==> src/rtl/fp_result_queue.sv <==
`default_nettype none
// ============================================================================
// Module      : fp_result_queue
// Description : In-order result buffer behind fp_adder. Captures each result
//               pulse together with its flags and precision mode, provides
//               backpressure through in_ready, presents entries first-word-
//               fall-through on a valid/ready port, and keeps a software-
//               clearable sticky OR of all accepted exception flags.
// Revision    : 1.0 - initial release
// ============================================================================
module fp_result_queue #(
    parameter int DEPTH  = 4,   // power of two, >= 2
    parameter int DATA_W = 32,
    parameter int FLAG_W = 5
) (
    input  logic                         clk,
    input  logic                         rst_n,
    // producer side (fp_adder)
    input  logic                         in_valid,
    input  logic [DATA_W-1:0]            in_result,
    input  logic [FLAG_W-1:0]            in_flags,
    input  logic                         in_mode_fp,
    output logic                         in_ready,
    // consumer side
    output logic                         out_valid,
    input  logic                         out_ready,
    output logic [DATA_W-1:0]            out_result,
    output logic [FLAG_W-1:0]            out_flags,
    output logic                         out_mode_fp,
    // status
    output logic [FLAG_W-1:0]            sticky_flags,
    input  logic                         sticky_clr,
    output logic [$clog2(DEPTH+1)-1:0]   count,
    output logic                         overflow_err
);

    localparam int PTR_W = $clog2(DEPTH);
    localparam int CNT_W = $clog2(DEPTH + 1);
    localparam int ENT_W = 1 + FLAG_W + DATA_W;   // {mode, flags, result}
    localparam logic [CNT_W-1:0] C_DEPTH = CNT_W'(DEPTH);
    localparam logic [CNT_W-1:0] C_ONE   = CNT_W'(1);
    localparam logic [PTR_W-1:0] C_PINC  = PTR_W'(1);

    logic [ENT_W-1:0]  r_mem [DEPTH];
    logic [PTR_W-1:0]  r_wr_ptr;
    logic [PTR_W-1:0]  r_rd_ptr;
    logic [CNT_W-1:0]  r_count;
    logic [FLAG_W-1:0] r_sticky;
    logic              r_overflow;

    logic              w_push;
    logic              w_pop;
    logic [DATA_W-1:0] w_store_result;
    logic [ENT_W-1:0]  w_entry;
    logic [ENT_W-1:0]  w_head;

    // Handshake qualification; both sides depend only on registered count,
    // so there is no combinational path from in_valid to out_valid.
    assign in_ready  = (r_count != C_DEPTH);
    assign out_valid = (r_count != '0);
    assign w_push    = in_valid & in_ready;
    assign w_pop     = out_valid & out_ready;

    // Half-precision results only carry the low 16 bits; the upper half is
    // forced to zero so stale adder bits never reach the consumer.
    generate
        if (DATA_W > 16) begin : g_half_zero
            assign w_store_result = in_mode_fp ? in_result
                                               : {{(DATA_W-16){1'b0}}, in_result[15:0]};
        end else begin : g_half_pass
            assign w_store_result = in_result;
        end
    endgenerate

    assign w_entry = {in_mode_fp, in_flags, w_store_result};
    assign w_head  = r_mem[r_rd_ptr];

    // Head is presented directly from storage; outputs read zero when empty.
    assign out_result  = out_valid ? w_head[DATA_W-1:0]              : '0;
    assign out_flags   = out_valid ? w_head[DATA_W +: FLAG_W]        : '0;
    assign out_mode_fp = out_valid ? w_head[ENT_W-1]                 : 1'b0;

    assign count        = r_count;
    assign sticky_flags = r_sticky;
    assign overflow_err = r_overflow;

    // Storage, pointers and occupancy; pointers wrap naturally (DEPTH is 2^n).
    always_ff @(posedge clk or negedge rst_n) begin
        if (!rst_n) begin
            for (int i = 0; i < DEPTH; i++) begin
                r_mem[i] <= '0;
            end
            r_wr_ptr <= '0;
            r_rd_ptr <= '0;
            r_count  <= '0;
        end else begin
            if (w_push) begin
                r_mem[r_wr_ptr] <= w_entry;
                r_wr_ptr        <= r_wr_ptr + C_PINC;
            end
            if (w_pop) begin
                r_rd_ptr <= r_rd_ptr + C_PINC;
            end
            case ({w_push, w_pop})
                2'b10:   r_count <= r_count + C_ONE;
                2'b01:   r_count <= r_count - C_ONE;
                default: r_count <= r_count;
            endcase
        end
    end

    // Sticky exception accumulator: a clear coinciding with a push keeps
    // only the new result's flags.
    always_ff @(posedge clk or negedge rst_n) begin
        if (!rst_n) begin
            r_sticky <= '0;
        end else if (sticky_clr && w_push) begin
            r_sticky <= in_flags;
        end else if (sticky_clr) begin
            r_sticky <= '0;
        end else if (w_push) begin
            r_sticky <= r_sticky | in_flags;
        end
    end

    // Overflow: a result offered while full is dropped and latched until reset.
    always_ff @(posedge clk or negedge rst_n) begin
        if (!rst_n) begin
            r_overflow <= 1'b0;
        end else if (in_valid && !in_ready) begin
            r_overflow <= 1'b1;
        end
    end

endmodule
`default_nettype wire

==> config.mk <==
export PLATFORM = sky130hd
export DESIGN_NAME = fp_result_queue
export DESIGN_NICKNAME = d
export VERILOG_FILES = /design/src/rtl/fp_result_queue.sv
export SDC_FILE = /design/constraint.sdc
export NUM_CORES = 1
export LEC_CHECK = 0
export BUFFER_PORTS_ARGS = -buffer_cell sky130_fd_sc_hd__buf_2
export CAP_MARGIN = 20
export CORE_MARGIN = 4
export CORE_UTILIZATION = 55
export DETAILED_ROUTE_END_ITERATION = 6
export PLACE_DENSITY = 0.79
export SETUP_SLACK_MARGIN = 0.4
export SKIP_LAST_GASP = 1
export SYNTH_ARGS = -nofsm -noshare
export SYNTH_HDL_FRONTEND = slang
export SYNTH_SLANG_ARGS = --single-unit
==> constraint.sdc <==
create_clock -name clk -period 3.3 [get_ports clk]
set_input_delay 0.33 -clock clk [delete_from_list [all_inputs] [get_ports clk]]
set_output_delay 0.33 -clock clk [all_outputs]
set_load 0.02 [all_outputs]
==> impl_metrics.ini, run 1 <==
[outcome]
status = completed

[sta]
final-max-slew-violation-count = 0
rsz0062_at_grt = no
fmax_mhz = 395.6
hold_viol = 0
whs_ns = 0.004044
period_needed_ns = 2.528
skew_ns = 0.01260
worst_slew_pin_slew_ns = 0.9805
setup_violations = 0
setup_tns_ns = 0
fin_crit_sh_pct = 76.60
maxSlewHeadroom_pct = 34.63

[layout]
stdcell_area_um2 = 8756
syn_to_final_growth_pct = 15.25
drive_above_1_share_pct = 56.01
antenna_cells = 0
fillCellCount = 1002
final_nets = 621
instances_no_fill = 758

[global_route]
grt_use_total_pct = 20.72
grt_pass1_wl_um = 25320
grt_max_degree = 110
grt_pass1_vias = 4885
antenna_found_initial = 0
grt.overflow.total = 0

[synthesis]
synthCells = 483
yosysTopAreaCell = dfrtp_1
ys_seq_area_share_pct = 54.35
synth_top_family_by_area = multiplexers
synth_compound_area_share_pct = 0.6752
synth.avg_cell_area_um2 = 15.73
synth_xor_area_share_pct = 0.6917
synth_warnings = 0
muxShareOfSynthArea_pct = 34.32
synth_cell_type_count = 23
ys_ff_latch = 165
synth_area_um2 = 7597
syn_nets = 532
synth-edff-count = 0
async_flop_share_pct = 100.0
synthAdderAreaFrac_pct = 1.087
ys.flop_type = dfrtp_1
synth_area_leaders = dfrtp_1 (54%), mux2_2 (22%), mux4_2 (11%), and2_1 (4.5%), buf_6 (1.8%)
synthSimpleGateAreaFrac_pct = 5.451
synth_top_area_share_pct = 54.35

[placed_design]
dp_hpwl_um = 9793
place_congestion = 0.7346
placed_cell_area_um2 = 8214
dp.cells = 729
io_buffers = 91

[routing]
wl_met3_um = 635
first_iter_violations = 220
postRouteAntennaNets = 0
viasPerCell = 5.658
top_layer_used = met4
wl_per_cell_um = 20.44
firstDrtPassIters = 4
wl_met1_um = 6264
drt_wl_total_um = 15490
wl_met2_um = 8324
vias = 4289
drc_errors = 0

[floorplan]
fp.coreArea_um2 = 13400
io-pin-count = 92
num_rows = 42
start_util_pct = 56.69
dieArea_um2 = 15760
die_h_um = 125.5
die_w_um = 125.5

[critical_path]
end_kind = flop
reg2reg_setup_slack_ns = 0.77
worstPathArrival_ns = 2.88
start_kind = flop
path_cells = nor3b_4 > nor2b_1 > inv_1 > ha_1 > inv_1 > fa_1 > xor2_1 > nor2_1 > xor2_1
critical_path_required_ns = 3.65
slowest_stage = nor3b_4
worstPathBufferInverterCount = 2
worstPathMaxFanout = 8
cpPeakStageDelay_ns = 0.52
path_delay_family = simple AND/OR/NAND/NOR gates
critical_path_class = flop to flop

[cts]
cts.sinks = 165
cts_buffers = 17
cts-root-buf = clkbuf_16
cts_tree = yes
cts-htree-levels = 4
hold_buffers = 0
cts.reportedPaths.clkPinSlew_ns = 0.06
clockBufferDepth = 2
cts_resized = 0
insertion_delay_ns = 0.43
postCtsSetupBuffers = 0

[pwr]
power_density_nw_per_um2 = 1110
power.total_mw = 9.720
p_leak_nw = 3.935
peakVddDrop_uv = 579.4

[min_path]
hold_path_class = primary input to async pin

[job]
cap_violations = 0
## metal layers
layer  up-vias  GRT usage (%)
met5         -              0
met4         0          7.270
met3        21          6.141
met2        92          35.31
met1      2277          25.28
li1       1899              -
## cells in the mapped netlist (all sizes together), types with 3 or more instances
master,instances
clkbuf,10
dfrtp,165
ha,5
a22o,5
inv,8
nor2,5
xor2,3
and2,55
mux2,153
xnor2,3
nand2,4
buf,22
mux4,38
## layout make-up
class                   instances  area (um^2)  area share, %
flip-flops and latches        165         4131          47.18
multi-input cells             278         3238          36.98
repair buffers                102        594.3          6.788
clock buffers                  24        491.7          5.616
well taps                     176        220.2          2.515
clock inverters                 5        50.05         0.5716
inverters                       8        30.03         0.3430
## kinds of logic (layout without fill, tap and decap cells)
family	count (synthesis)	in the layout
DFF	165	165
buffers and inverters	40	139
AOI/OAI and AO/OA	6	6
muxes	192	192
xor gates and xnor gates	6	6
and+or+nand+nor	68	68
adders and majority gates	6	6
## cells in the final DEF (no fill, tap or decap), drive strengths merged, types with 3 or more instances in the layout
cell,n
mux4,38
and2,55
nand2,4
dfrtp,165
nor2,5
ha,5
clkbuf,24
xor2,3
a22o,5
mux2,153
buf,102
clkinv,4
xnor2,3
inv,8
## registers in the layout (all words and copies together) (netlist names)
| register | cells |
|---|---|
| count | 3 |
| overflow_err | 1 |
| r_mem | 152 |
| r_rd_ptr | 2 |
| r_wr_ptr | 2 |
| sticky_flags | 5 |
## report_power, final
| group | switching, mW | internal (mW) | leakage (nW) | total (mW) |
|---|---|---|---|---|
| clock network | 0.721 | 1.10 | 0.272 | 1.82 |
| logic | 2.02 | 2.34 | 1.64 | 4.36 |
| registers | 0.557 | 2.99 | 2.02 | 3.54 |
## per-stage QoR
| step | utilization (%) | worst slack (ns) |
|---|---|---|
| final | 65.34 | 0.7723 |
| after global routing | 65.34 | 0.5768 |
| after CTS | 65.34 | 0.7622 |
| after detailed placement | 61.30 | 0.7803 |
| after global placement | 61.30 | 0.9204 |
| after floorplan | - | 1.151 |
## final timing paths
check                                  start           end  depth (start not counted)
min in group clk                in_result[5]    r_mem[119]                          2
worst min-delay path                   rst_n     r_mem[51]                          1
worst max-delay path                count[0]      count[2]                          9
worst max register to register      count[0]      count[2]                          9
max in group asynchronous              rst_n     r_mem[94]                          2
worst min register to register  overflow_err  overflow_err                          1
Power figures use the tool's default switching activity.
==> run 2, diff against run 1 <==
- clock period: 3.3 -> 2.4 ns (I/O delays scaled with it)
==> impl_metrics.ini, run 2 (synthesis gave the netlist of run 1 again) <==
[cts]
insertion_delay_ns = 0.43
cts_tree = yes
clockBufferDepth = 2
cts-htree-levels = 4
cts-root-buf = clkbuf_16
cts_buffers = 17
cts.sinks = 165
cts.reportedPaths.clkPinSlew_ns = 0.06

[outcome]
status = completed

[placed_design]
dp_hpwl_um = 10320
io_buffers = 91
place_ws_ns = 0.4417
place_congestion = 0.7214

[layout]
finish.utilization_pct = 69.91
syn_to_final_growth_pct = 23.30
fillCellCount = 882
multi_input_area_um2 = 3336
layout_commonest_cell = dfrtp_1
seq_area_um2 = 4134
largest_reg_flops = 152
layout_common_cells = dfrtp_1 (161), mux2_2 (148), buf_2 (59)
final_nets = 639
regMostFlops = r_mem
antenna_cells = 0
drive_above_1_share_pct = 64.01

[min_path]
hold_path_class = primary input to flop
min_path_cells = 2
hold_start = in_result[12]
hold_path_end = r_mem[88]

[global_route]
grt_use_total_pct = 21.23
grt_max_degree = 93
antenna_found_initial = 0
grt_pass1_wl_um = 26190
grt_pass1_vias = 4878
grt.overflow.total = 0

[routing]
wl_per_cell_um = 21.28
viasPerCell = 5.675
first_iter_violations = 245
postRouteAntennaNets = 0
drc_errors = 0
vias = 4421
firstDrtPassIters = 4
drt_wl_total_um = 16570

[floorplan]
dieArea_um2 = 15760
die_h_um = 125.5
num_rows = 42
start_util_pct = 56.69
io-pin-count = 92
fp.coreArea_um2 = 13400
die_w_um = 125.5

[sta]
fin_crit_sh_pct = 91.39
skew_ns = 0.007518
rsz0062_at_grt = yes
fmax_mhz = 455.9
setup_tns_ns = 0
hold_viol = 0
maxSlewHeadroom_pct = 68.08
period_needed_ns = 2.193
fin_ws_ns = 0.2067
worst_slew_pin_slew_ns = 0.4788
final-max-slew-violation-count = 0
setup_violations = 0

[pwr]
peakVddDrop_uv = 872.2
power_density_nw_per_um2 = 1622
power.total_mw = 15.19
p_leak_nw = 4.205

[job]
cap_violations = 0

[critical_path]
cpPeakStageDelay_ns = 0.51
worstPathArrival_ns = 1.95
slowest_stage = mux4_2
path_cells = buf_12 > clkbuf_16 > mux4_2 > and2_4 > buf_6
end_kind = output port
worstPathMaxFanout = 8
reg2reg_setup_slack_ns = 0.44
start_kind = flop
critical_path_class = flop to output port
r2r_end = count[2]
critical_path_required_ns = 2.16
crit-reg2reg-launch = count[0]
r2r_cells = 8
## run 2: area by class of cell
type                            count  area share [%]
Clock buffer                       23           5.316
Multi-Input combinational cell    278           35.61
Tap cell                          176           2.351
Inverter                            8          0.3206
Sequential cell                   165           44.13
Clock inverter                      9          0.8014
Timing Repair Buffer              120           11.47
## run 2: repair_timing
action | in CTS | in global routing
resized for setup | 1 | 97
endpoints found under the setup margin | 39 | 41
hold buffers | 1 | 0
buffers inserted | 0 | 4
endpoints found under the hold margin | 39 | 0
pin swaps | 0 | 2
gates cloned | 0 | 6
## run 2: worst max-delay path: cells and delay by family, from the launching register on
family        cells  cell delay (ns)
mux               1             0.51
buf+inv           3             0.46
simple gates      1             0.17
flops             1             0.38
## run 2: worst max-delay path by stage
stage                           endpoint  cells past startpoint         from  slack [ns]
after floorplan                 count[2]                     10     count[0]        0.37
after global placement          count[2]                      8     count[1]        0.52
after detailed placement        count[2]                      8     count[0]        0.44
after CTS                 out_result[31]                      4  r_rd_ptr[0]        0.19
after global routing      out_result[13]                      5  r_rd_ptr[0]        0.16
final                     out_result[13]                      5  r_rd_ptr[0]        0.21
## run 2: metrics by stage
| step | instance area [um^2] | std cells | hold slack (ns) |
|---|---|---|---|
| global route | 9368 | 779 | 0.07814 |
| finish | 9368 | 779 | 0.08776 |
| floorplan | 7619 | 483 | -0.05559 |
| global placement | 8334 | 736 | 0.1756 |
| CTS | 8921 | 769 | 0.07641 |
| detailed placement | 8334 | 736 | 0.1839 |
## run 2: report_power, final
part           switching, mW  leakage, nW  internal, mW  total [mW]
Sequential             0.718         2.02          4.11        4.83
Combinational           3.20         1.90          4.55        7.75
Clock                   1.06        0.285          1.55        2.61
## run 2: routing by layer
| layer | vias to the layer above | GRT usage, % | routed length, um |
|---|---|---|---|
| li1 | 1951 | - | - |
| met1 | 2344 | 28.18 | 7115 |
| met2 | 106 | 34.61 | 8538 |
| met3 | 20 | 5.842 | 679 |
| met4 | 0 | 6.186 | 241 |
| met5 | - | 0 | 0 |
==> run 3, diff against run 2 <==
- CORE_UTILIZATION: 55 -> 35
- PLACE_DENSITY: 0.79 -> 0.57
- clock period: 2.4 -> 2 ns (I/O delays scaled with it)
==> impl_metrics.ini, run 3 (synthesis gave the netlist of run 1 again) <==
[min_path]
min_path_cells = 2
hold_path_class = primary input to flop
hold_path_end = sticky_flags[4]
hold_start = in_flags[4]

[critical_path]
worstPathBufferInverterCount = 2
r2r_end = count[2]
r2r_cells = 12
end_kind = output port
worstPathMaxFanout = 13
path_cells = buf_12 > mux4_2 > and2_1 > buf_2
critical_path_class = flop to output port
slowest_stage = mux4_2
path_delay_family = multiplexers
start_kind = flop
worstPathArrival_ns = 2.01
crit-reg2reg-launch = count[0]
reg2reg_setup_slack_ns = -0.09
cpPeakStageDelay_ns = 0.54
critical_path_required_ns = 1.80

[routing]
drt_wl_total_um = 20380
firstDrtPassIters = 4
first_iter_violations = 151
viasPerCell = 5.005
postRouteAntennaNets = 0
wl_per_cell_um = 22.18
vias = 4600
drc_errors = 0

[layout]
finish.utilization_pct = 47.74
syn_to_final_growth_pct = 32.94
seq_area_um2 = 4138
largest_reg_flops = 152
multi_input_area_um2 = 3328
layout_common_cells = dfrtp_1 (160), mux2_2 (134), buf_2 (87)
drive_above_1_share_pct = 62.42
instances_no_fill = 919
regMostFlops = r_mem
fillCellCount = 1801
layout_commonest_cell = dfrtp_1
antenna_cells = 0
final_nets = 680

[floorplan]
num_rows = 53
dieArea_um2 = 24130
start_util_pct = 35.91
die_w_um = 155.3
fp.coreArea_um2 = 21150
io-pin-count = 92
die_h_um = 155.3

[placed_design]
place_ws_ns = 0.08048
dp_hpwl_um = 10910
place_congestion = 0.7217
io_buffers = 91
dp.cells = 836

[cts]
insertion_delay_ns = 0.42
cts.sinks = 165
cts_buffers = 17
cts_tree = yes
cts.reportedPaths.clkPinSlew_ns = 0.07
cts-htree-levels = 4
clockBufferDepth = 2
cts-root-buf = clkbuf_16

[sta]
fin_ws_ns = -0.2088
final-max-slew-violation-count = 0
setup_tns_ns = -8.880
maxSlewHeadroom_pct = 70.60
fin_crit_sh_pct = 110.4
fmax_mhz = 452.7
setup_violations = 150
worst_slew_pin_slew_ns = 0.4410
skew_ns = 0.009688
rsz0062_at_grt = yes
period_needed_ns = 2.209
hold_viol = 0

[global_route]
grt_use_total_pct = 17.06
grt.overflow.total = 0
grt_pass1_vias = 5173
grt_max_degree = 58
antenna_found_initial = 3
grt_pass1_wl_um = 30950

[job]
cap_violations = 0

[outcome]
status = finished, violations left
violations = negative setup slack

[pwr]
p_leak_nw = 4.498
peakVddDrop_uv = 962.8
power_density_nw_per_um2 = 1816
power.total_mw = 18.34
==> run 3: changes by cell type in the layout (fill, tap and decap cells not counted), moves of 3 or more <==
cell and delta:
buf_8 +3, buf_6 -12, mux2_2 -14, buf_12 +4, clkinv_2 -6, and2_1 +31, inv_8 +4, inv_6 +6
buf_2 +28, clkbuf_8 -5, buf_16 +17, and2_4 -31, mux2_4 +14
==> run 3: final cells by class <==
cell class / count / share of cell area [%]
Clock buffer: 17 / 4.212
Sequential cell: 165 / 40.97
Tap cell: 275 / 3.407
Timing Repair Buffer: 161 / 16.81
Clock inverter: 15 / 1.350
Inverter: 8 / 0.2973
Multi-Input combinational cell: 278 / 32.95
==> run 3: how the worst max path moves through the flow <==
stage                      startpoint              to  slack (ns)  cells past startpoint
after global routing      r_rd_ptr[0]  out_result[17]       -0.26                      4
final                     r_rd_ptr[0]  out_result[28]       -0.21                      4
after CTS                 r_rd_ptr[0]  out_result[21]       -0.22                      4
after floorplan              count[0]        count[2]       -0.03                     10
after global placement       count[1]        count[2]        0.12                      8
after detailed placement     count[0]        count[2]        0.08                      8
==> run 3: what timing repair did <==
| action | in CTS | in global routing |
|---|---|---|
| gates cloned | 15 | 5 |
| buffers inserted | 24 | 6 |
| resized for setup | 47 | 21 |
| endpoints found under the setup margin | 194 | 201 |
| hold buffers | 1 | 0 |
| pin swaps | 7 | 8 |
| endpoints found under the hold margin | 40 | 0 |
==> run 3: per-layer routing <==
metal	global-route usage [%]	up-vias	share of wire, %
met4	4.168	4	1.1
met5	0	-	0.098
met1	23.07	2457	46
met3	3.727	17	3.0
met2	28.19	82	50
li1	-	2040	-
==> run 3: power breakdown <==
part	internal (mW)	switching, mW	leakage [nW]
registers	4.93	0.828	2.02
clock network	1.65	1.50	0.266
logic	5.31	4.12	2.22
total	11.9	6.45	4.50
==> run 3: through the flow <==
stage | area, um^2 | hold slack, ns
finish | 10100 | 0.05312
global route | 10100 | 0.03125
CTS | 9867 | 0.02686
detailed placement | 8512 | 0.1504
global placement | 8512 | 0.1406
floorplan | 7627 | -0.09559
==> run 3: worst register-to-register path, stage by stage (launching register included) <==
cell	delay, ns
dfrtp_2	0.43
buf_6	0.12
buf_6	0.11
nor3b_4	0.21
buf_6	0.13
nor2b_4	0.04
inv_2	0.06
ha_4	0.13
inv_2	0.03
fa_2	0.32
xor2_1	0.15
nor2_1	0.12
xor2_1	0.16
